File: src/rtl/rt_output_arbiter.sv
// rt_output_arbiter: per-output wormhole arbiter for one Corner_Router output.
// Shares one output between N_REQ requesters in round-robin order. A requester
// keeps the output from the head flit to the tail flit of its packet, and
// flits from different packets are never interleaved. The output flit is held
// in a register.
//
// Ports:
//   clk_i        clock; all state changes on the rising edge
//   rst_ni       asynchronous reset, active low
//   in_valid_i   requester i presents a flit
//   in_data_i    flit of requester i at [i*n +: n]
//   in_tail_i    flit of requester i is the last flit of its packet
//   in_ready_o   flit of requester i is accepted this cycle (combinational)
//   out_valid_o  registered flit valid toward the link
//   out_data_o   registered flit
//   out_tail_o   registered tail marker
//   out_ready_i  downstream accepts the output flit this cycle
//   grant_o      one-hot current owner; 0 while idle
//   busy_o       1 while a packet owns the output
module rt_output_arbiter #(
  parameter int unsigned n     = 32,
  parameter int unsigned N_REQ = 4
) (
  input  logic               clk_i,
  input  logic               rst_ni,
  input  logic [N_REQ-1:0]   in_valid_i,
  input  logic [N_REQ*n-1:0] in_data_i,
  input  logic [N_REQ-1:0]   in_tail_i,
  output logic [N_REQ-1:0]   in_ready_o,
  output logic               out_valid_o,
  output logic [n-1:0]       out_data_o,
  output logic               out_tail_o,
  input  logic               out_ready_i,
  output logic [N_REQ-1:0]   grant_o,
  output logic               busy_o
);

  localparam int unsigned IDX_W = (N_REQ > 1) ? $clog2(N_REQ) : 1;
  localparam logic [N_REQ-1:0] ONE = N_REQ'(1);

  typedef enum logic {IDLE, LOCKED} state_e;

  state_e             state_q;
  logic [IDX_W-1:0]   gnt_idx_q;
  logic [IDX_W-1:0]   rr_ptr_q;
  logic [N_REQ-1:0]   grant_q;
  logic               busy_q;
  logic               out_valid_q;
  logic [n-1:0]       out_data_q;
  logic               out_tail_q;

  logic [IDX_W-1:0]   pick_c;
  logic [IDX_W-1:0]   cand_c;
  logic               any_c;
  logic [n-1:0]       sel_data_c;
  logic               sel_tail_c;
  logic               sel_valid_c;
  logic               locked_c;
  logic               free_c;
  logic               xfer_c;

  // Round-robin search starting just after the last packet's owner.
  always_comb begin
    pick_c = rr_ptr_q;
    cand_c = '0;
    any_c  = 1'b0;
    for (int unsigned k = 1; k <= N_REQ; k++) begin
      cand_c = IDX_W'((32'(rr_ptr_q) + k) % N_REQ);
      if (!any_c && in_valid_i[cand_c]) begin
        pick_c = cand_c;
        any_c  = 1'b1;
      end
    end
  end

  // Only the current owner's flit is ever selected.
  always_comb begin
    sel_data_c = '0;
    sel_tail_c = 1'b0;
    for (int unsigned i = 0; i < N_REQ; i++) begin
      if (gnt_idx_q == IDX_W'(i)) begin
        sel_data_c = in_data_i[i*n +: n];
        sel_tail_c = in_tail_i[i];
      end
    end
  end

  // The output register can take a new flit when empty or being drained.
  always_comb begin
    sel_valid_c = in_valid_i[gnt_idx_q];
    locked_c    = (state_q == LOCKED);
    free_c      = !out_valid_q || out_ready_i;
    xfer_c      = locked_c && free_c && sel_valid_c;
    in_ready_o  = (locked_c && free_c) ? (ONE << gnt_idx_q) : '0;
  end

  // Arbitration FSM and registered output stage.
  always_ff @(posedge clk_i or negedge rst_ni) begin
    if (!rst_ni) begin
      state_q     <= IDLE;
      gnt_idx_q   <= '0;
      rr_ptr_q    <= IDX_W'(N_REQ - 1);
      grant_q     <= '0;
      busy_q      <= 1'b0;
      out_valid_q <= 1'b0;
      out_data_q  <= '0;
      out_tail_q  <= 1'b0;
    end else begin
      case (state_q)
        IDLE: begin
          // A tail flit may still be waiting here; only drain it.
          if (out_ready_i) begin
            out_valid_q <= 1'b0;
          end
          if (any_c) begin
            state_q   <= LOCKED;
            gnt_idx_q <= pick_c;
            grant_q   <= ONE << pick_c;
            busy_q    <= 1'b1;
          end
        end
        LOCKED: begin
          if (xfer_c) begin
            out_valid_q <= 1'b1;
            out_data_q  <= sel_data_c;
            out_tail_q  <= sel_tail_c;
            if (sel_tail_c) begin
              state_q  <= IDLE;
              rr_ptr_q <= gnt_idx_q;
              grant_q  <= '0;
              busy_q   <= 1'b0;
            end
          end else if (free_c) begin
            out_valid_q <= 1'b0;
          end
        end
        default: state_q <= IDLE;
      endcase
    end
  end

  assign out_valid_o = out_valid_q;
  assign out_data_o  = out_data_q;
  assign out_tail_o  = out_tail_q;
  assign grant_o     = grant_q;
  assign busy_o      = busy_q;

endmodule

File: config.mk
export PLATFORM = sky130hd
export DESIGN_NAME = rt_output_arbiter
export DESIGN_NICKNAME = d
export VERILOG_FILES = /design/src/rtl/rt_output_arbiter.sv
export SDC_FILE = /design/constraint.sdc
export NUM_CORES = 1
export LEC_CHECK = 0
export ABC_AREA = 1
export CAP_MARGIN = 20
export CORE_ASPECT_RATIO = 0.6
export CORE_UTILIZATION = 39
export CTS_CLUSTER_DIAMETER = 200
export CTS_CLUSTER_SIZE = 10
export DETAILED_ROUTE_END_ITERATION = 10
export GPL_ROUTABILITY_DRIVEN = 0
export PLACE_DENSITY = 0.95
export SYNTH_ARGS = -nofsm -noshare
export SYNTH_HDL_FRONTEND = slang
export SYNTH_SLANG_ARGS = --single-unit
File: constraint.sdc
create_clock -name clk_i -period 2.9 [get_ports clk_i]
set_input_delay 0.87 -clock clk_i [delete_from_list [all_inputs] [get_ports clk_i]]
set_output_delay 0.87 -clock clk_i [all_outputs]
set_load 0.01 [all_outputs]
==> metrics.txt, run 1 <==
status=finished clean; crit path kind=in -> out; fin crit period=between 2000 and 3000 ps; CP Data Required Time=2030 ps; ys flop type=dfrtp_1; maximum clock frequency=~360 MHz; share of cells above drive strength 1=0.0716; final WL=a little under 10000 µm; die area=approximately 0.0075 mm²; final setup fails=0; IO Count=about 180; Distinct cells, synth=25; chip height=a little under 70 µm; area post-placement=around 0.0046 mm²; Slew @ Worst Pin=just over 500 ps; DP HPWL=about 7900 µm; largest area contributor in the netlist=dfrtp_1; post-route ant nets=0; Final Instance Area=between 0.004 and 0.005 mm²; Yosys reg bits=44; initial antenna violation count=0; combinational share of power=0.616; Residual DRC=0; Via-to-Cell Ratio=between 5 and 6; NumNets Final=725; Final Max Tran Viols=0; first-pass GRT wire length=~16000 µm; RSZ-0062 raised after global routing=no; Crit. End Element=output port; P_int=between 0.002 and 0.003 W; Mapped Avg Cell Area=between 6 and 7 µm²; clock-pin slew on the worst setup and hold paths=approximately 60 ps; Net Switching=about 0.0021 W; Seq/Total Area, Yosys=0.399; CTS Buf Count=5; largest net degree at the start of global routing=43; cell with the most instances after synthesis=nand2_1; sw frac=0.441; H-Tree Depth=2; Clock Power Share=0.144; Crit path arrival time=a little under 2000 ps; synthesized instance count=414; Avg WL per Cell=14.7 µm; Synth Warn #=0; number of global-route vias before repair=~3400; Area Growth Syn to Fin=73.2%; CTS tree=yes; worst-case clock skew=~3.2 ps; area share of the largest cell type after synthesis=0.380; # fillers=around 550; Clock Path Buffers=2; initial core utilization=0.409; pwr dens=969 mW/mm²; Post-synth ARST share=1.00; Synth Net Count=about 550; Rel. slew slack=0.663; vias=about 3500; Seq pwr share=0.240; Startpoint Class=input port; quantity of hold-fixing buffers added after cts=0; Hold Slack=483 ps; Period Utilization, post-route=0.967; Leak Pwr=2.17 nW; Worst-Skew Late Latency=between 200 and 300 ps; core area=between 0.006 and 0.007 mm²; Power Total=between 0.004 and 0.005 W; ranking of synthesized cells by area=dfrtp_1 38%, nand2_1 25%, nand3_1 8.7%; Max-cap violations=0; Root Driver=clkbuf_16; Hold Vio Cnt, Final=0; commonest cells in the netlist=186 x nand2_1, 48 x nand3_1, 42 x dfrtp_1; number of synthesized flops with an enable pin=0; Die W=around 110 µm; GR Util All Layers=0.271; Peak VDD IR=about 0.44 mV; num rows=23; worst hold path type=reg -> reg; gr ovfl total=0; clock sink count=44; initial DRC count=between 150 and 200; TritonRoute pass-1 iters=5; diode count=0; port bufs=roughly 180; crit-path max FO=5; synthesized cell area=between 0.002 and 0.003 mm²
-- placed cells by master, fill, tap and decap left out, drive strengths merged --
| cell type | count |
|---|---|
| nand2 | 194 |
| clkdlybuf4s50 | 176 |
| nand3 | 49 |
| dfrtp | 42 |
| o21ai | 39 |
| a21oi | 34 |
| inv | 13 |
| nor2 | 11 |
| buf | 9 |
| clkbuf | 7 |
| dlygate4sd2 | 4 |
| nor3 | 3 |
| dfstp | 2 |
| a31oi | 1 |
| a22oi | 1 |
| clkinv | 1 |
| bufinv | 1 |
-- power groups by stage --
stage / Clock [W] / Sequential [W] / Combinational, W
3_5_place_dp: 0 / 0.00112 / 0.00287
4_1_cts: 0.000681 / 0.00112 / 0.00287
5_1_grt: 0.000710 / 0.00115 / 0.00318
6_report: 0.000668 / 0.00112 / 0.00286
3_3_place_gp: 0 / 0.00111 / 0.00274
2_1_floorplan: 0 / 0.00116 / 0.00169
-- path summary, 6_finish.rpt --
| check | depth (start not counted) | end | from | slack [ps] |
|---|---|---|---|---|
| setup / recovery | 4 | in_ready_o[2] | out_ready_i | 90 |
| hold / removal | 2 | out_tail_o | out_tail_o | 480 |
| setup reg to reg | 7 | grant_o[0] | gnt_idx_q[0] | 790 |
| hold reg to reg | 2 | out_tail_o | out_tail_o | 480 |
| max in group asynchronous | 2 | out_data_o[2] | rst_ni | 1660 |
| min in group asynchronous | 1 | out_data_o[14] | rst_ni | 550 |
-- registers in the layout (all words and copies together), names as in the netlist --
register     count
busy_o           1
gnt_idx_q        2
grant_o          4
locked_c         1
out_data_o      32
out_tail_o       1
out_valid_o      1
rr_ptr_q         2
-- area by class of cell --
| type | count | area (µm²) | area share |
|---|---|---|---|
| clock buffers | 7 | 153 | 0.0318 |
| clock inverters | 1 | 30.0 | 0.00626 |
| inverters | 14 | 52.6 | 0.0110 |
| multi-input cells | 332 | 1470 | 0.307 |
| flip-flops and latches | 44 | 1100 | 0.230 |
| well taps | 87 | 109 | 0.0227 |
| repair buffers | 189 | 1870 | 0.391 |
-- critical path, stage by stage --
cell and delay (ps):
clkdlybuf4s50_1 440, o21ai_2 250, nor3_1 70, dlygate4sd2_1 300
-- metal layers --
layer	wire (µm)	track usage
met1	4030	0.306
met2	4770	0.494
met3	924	0.0934
met4	187	0.0850
met5	0	0
-- cells by family (layout without fill, tap and decap cells) --
logic type             after synthesis  after routing  share of synthesized area
buffers and inverters               38            211                     0.0705
DFF                                 44             44                      0.399
AOI/OAI and AO/OA                   75             75                      0.138
and+or+nand+nor                    257            257                      0.393
-- through the flow --
step	TNS, ps	instances	worst slack, ps	util
6_report	0	674	94.6	0.709
5_1_grt	0	674	51.7	0.709
4_1_cts	0	674	116	0.709
3_5_place_dp	-645	666	-184	0.682
3_3_place_gp	-582	666	-164	0.682
2_1_floorplan	0	414	762	-
-- timing repair --
item,CTS,global route
buffers inserted,0,0
setup endpoints to repair,4,0
resized for setup,5,0
Power figures use the tool's default switching activity.
==> inputs of run 2 (changes only) <==
--- a/config.mk
+++ b/config.mk
@@ -8,12 +8,12 @@
 export ABC_AREA = 1
 export CAP_MARGIN = 20
 export CORE_ASPECT_RATIO = 0.6
-export CORE_UTILIZATION = 39
+export CORE_UTILIZATION = 33
 export CTS_CLUSTER_DIAMETER = 200
 export CTS_CLUSTER_SIZE = 10
 export DETAILED_ROUTE_END_ITERATION = 10
 export GPL_ROUTABILITY_DRIVEN = 0
-export PLACE_DENSITY = 0.95
+export PLACE_DENSITY = 0.87
 export SYNTH_ARGS = -nofsm -noshare
 export SYNTH_HDL_FRONTEND = slang
 export SYNTH_SLANG_ARGS = --single-unit
==> constraint.sdc (replaced) <==
create_clock -name clk_i -period 2.25 [get_ports clk_i]
set_input_delay 0.675 -clock clk_i [delete_from_list [all_inputs] [get_ports clk_i]]
set_output_delay 0.675 -clock clk_i [all_outputs]
set_load 0.01 [all_outputs]
==> run 2 against run 1 <==
Combinational power up 30%. Global-route usage down 4.6 points. Total power up 26%. Register-to-register slack worse by 540 ps. Clock power up 3.9%. Final area up 0.52%. Cell count up 3.9%. Largest power group unchanged. Highest routed layer unchanged.
==> metrics.txt, run 2 (synthesis results as in run 1) <==
Clock Path Buffers=2; final setup fails=0; final WL=about 9500 µm; initial antenna violation count=0; core area=~0.0080 mm²; pwr dens=between 1000 and 1500 mW/mm²; Die W=between 100 and 150 µm; post-route ant nets=0; NumNets Final=730; IO Count=approximately 180; Via-to-Cell Ratio=between 4 and 5; clock sink count=44; Clock Power Share=0.119; Leak Pwr=2.16 nW; Crit. End Element=output port; Largest register FFs=32; most frequent cells in the layout=186 x nand2_1, 175 x clkdlybuf4s50_1, 48 x nand3_1; die area=approximately 0.0088 mm²; worst slack, placed=-507 ps; Seq pwr share=0.244; worst-case clock skew=between 6 and 7 ps; status=finished clean; gr ovfl total=0; CP Data Required Time=~1600 ps; Residual DRC=0; Peak VDD IR=approximately 0.44 mV; H-Tree Depth=2; maximum clock frequency=between 400 and 500 MHz; CTS Buf Count=5; Final Max Tran Viols=0; GR Util All Layers=0.225; Critical Path Start=out_ready_i; WP buf/inv=2; share of cells above drive strength 1=0.0845; sw frac=0.447; Area Growth Syn to Fin=74.1%; combinational share of power=0.638; worst hold path type=in -> async; first-pass GRT wire length=approximately 16000 µm; Rel. slew slack=0.734; Hold Slack=roughly 320 ps; chip height=about 73 µm; Net Switching=approximately 0.0026 W; port bufs=approximately 180; Period Utilization, post-route=0.932; CTS tree=yes; vias=between 3000 and 4000; RSZ-0062 raised after global routing=no; Max-cap violations=0; Crit path arrival time=1420 ps; Hold Vio Cnt, Final=0; Startpoint Class=input port; Post-CTS Setup Bufs=0; largest net degree at the start of global routing=33; commonest non-fill, non-tap cell in the layout=nand2_1; number of global-route vias before repair=approximately 3500; crit path kind=in -> out; fin crit period=approximately 2100 ps; Worst path top cell family by delay=buffers and inverters; initial core utilization=0.346; Power Total=about 0.0058 W; fin util=0.602; Root Driver=clkbuf_16; worst setup margin=approximately 150 ps; diode count=0; Worst-Skew Late Latency=280 ps; P_int=0.00324 W; DP HPWL=between 7000 and 8000 µm; Slew @ Worst Pin=approximately 400 ps; quantity of hold-fixing buffers added after cts=0; CP peak stage delay=between 200 and 300 ps; num rows=25; slowest stage cell, crit path=dlygate4sd2_1; crit-path max FO=5; TritonRoute pass-1 iters=5; Avg WL per Cell=13.6 µm; clock-pin slew on the worst setup and hold paths=around 60 ps; r2r startpoint=rr_ptr_q[0]; initial DRC count=166; cell-by-cell trace of the critical path=dlygate4sd2_1 -> o21ai_2 -> nor2_1 -> clkdlybuf4s15_2
-- run 2: power by group through the flow --
stage / Clock (W) / Combinational, W / Sequential (W)
after global placement: 0 / 0.00363 / 0.00141
after floorplan: 0 / 0.00217 / 0.00150
after detailed placement: 0 / 0.00377 / 0.00143
after CTS: 0.000721 / 0.00375 / 0.00142
after global routing: 0.000756 / 0.00414 / 0.00147
final: 0.000694 / 0.00373 / 0.00142
-- run 2: what timing repair did --
item,CTS,global route
gates resized for setup,18,0
endpoints found under the setup margin,4,0
hold endpoints to repair,0,0
-- run 2: cell type report --
class	instances	area [µm²]
multi-input cells	332	1470
flip-flops and latches	44	1100
repair buffers	194	1910
inverters	14	52.6
fillers	731	3190
clock buffers	6	129
clock inverters	2	12.5
well taps	108	135
-- run 2: routing by layer --
layer / track usage / up-vias / routed length, µm
met4: 0.0604 / 0 / 114
met5: 0 / - / 0
li1: - / 1702 / -
met2: 0.409 / 143 / 4720
met3: 0.0625 / 14 / 747
met1: 0.263 / 1553 / 3960
-- run 2: worst register-to-register path, stage by stage, from the launching register on --
cell	delay, ps
dfstp_2	670
inv_2	140
nand2_1	140
nand2_1	70
nand2_1	60
nand2_1	120
nor2_4	160
nand3_1	80
nand2_1	130
buf_4	160
inv_2	40
nor2_1	80
nor2_1	40
-- run 2: final timing paths --
check,end,slack (ps),depth (start not counted)
hold reg to reg,out_tail_o,480,2
hold / removal,out_data_o[17],320,1
max in group asynchronous,out_data_o[20],1360,2
setup reg to reg,gnt_idx_q[0],250,12
min in group clk_i,out_tail_o,480,2
setup / recovery,in_ready_o[3],150,4
-- run 2: metrics by stage --
| step | TNS (ps) | instance area, µm² | cells |
|---|---|---|---|
| 2_1_floorplan | 0 | 2770 | 414 |
| 6_report | 0 | 4820 | 700 |
| 5_1_grt | 0 | 4820 | 700 |
| 3_3_place_gp | -1600 | 4690 | 692 |
| 4_1_cts | 0 | 4820 | 700 |
| 3_5_place_dp | -1860 | 4690 | 692 |
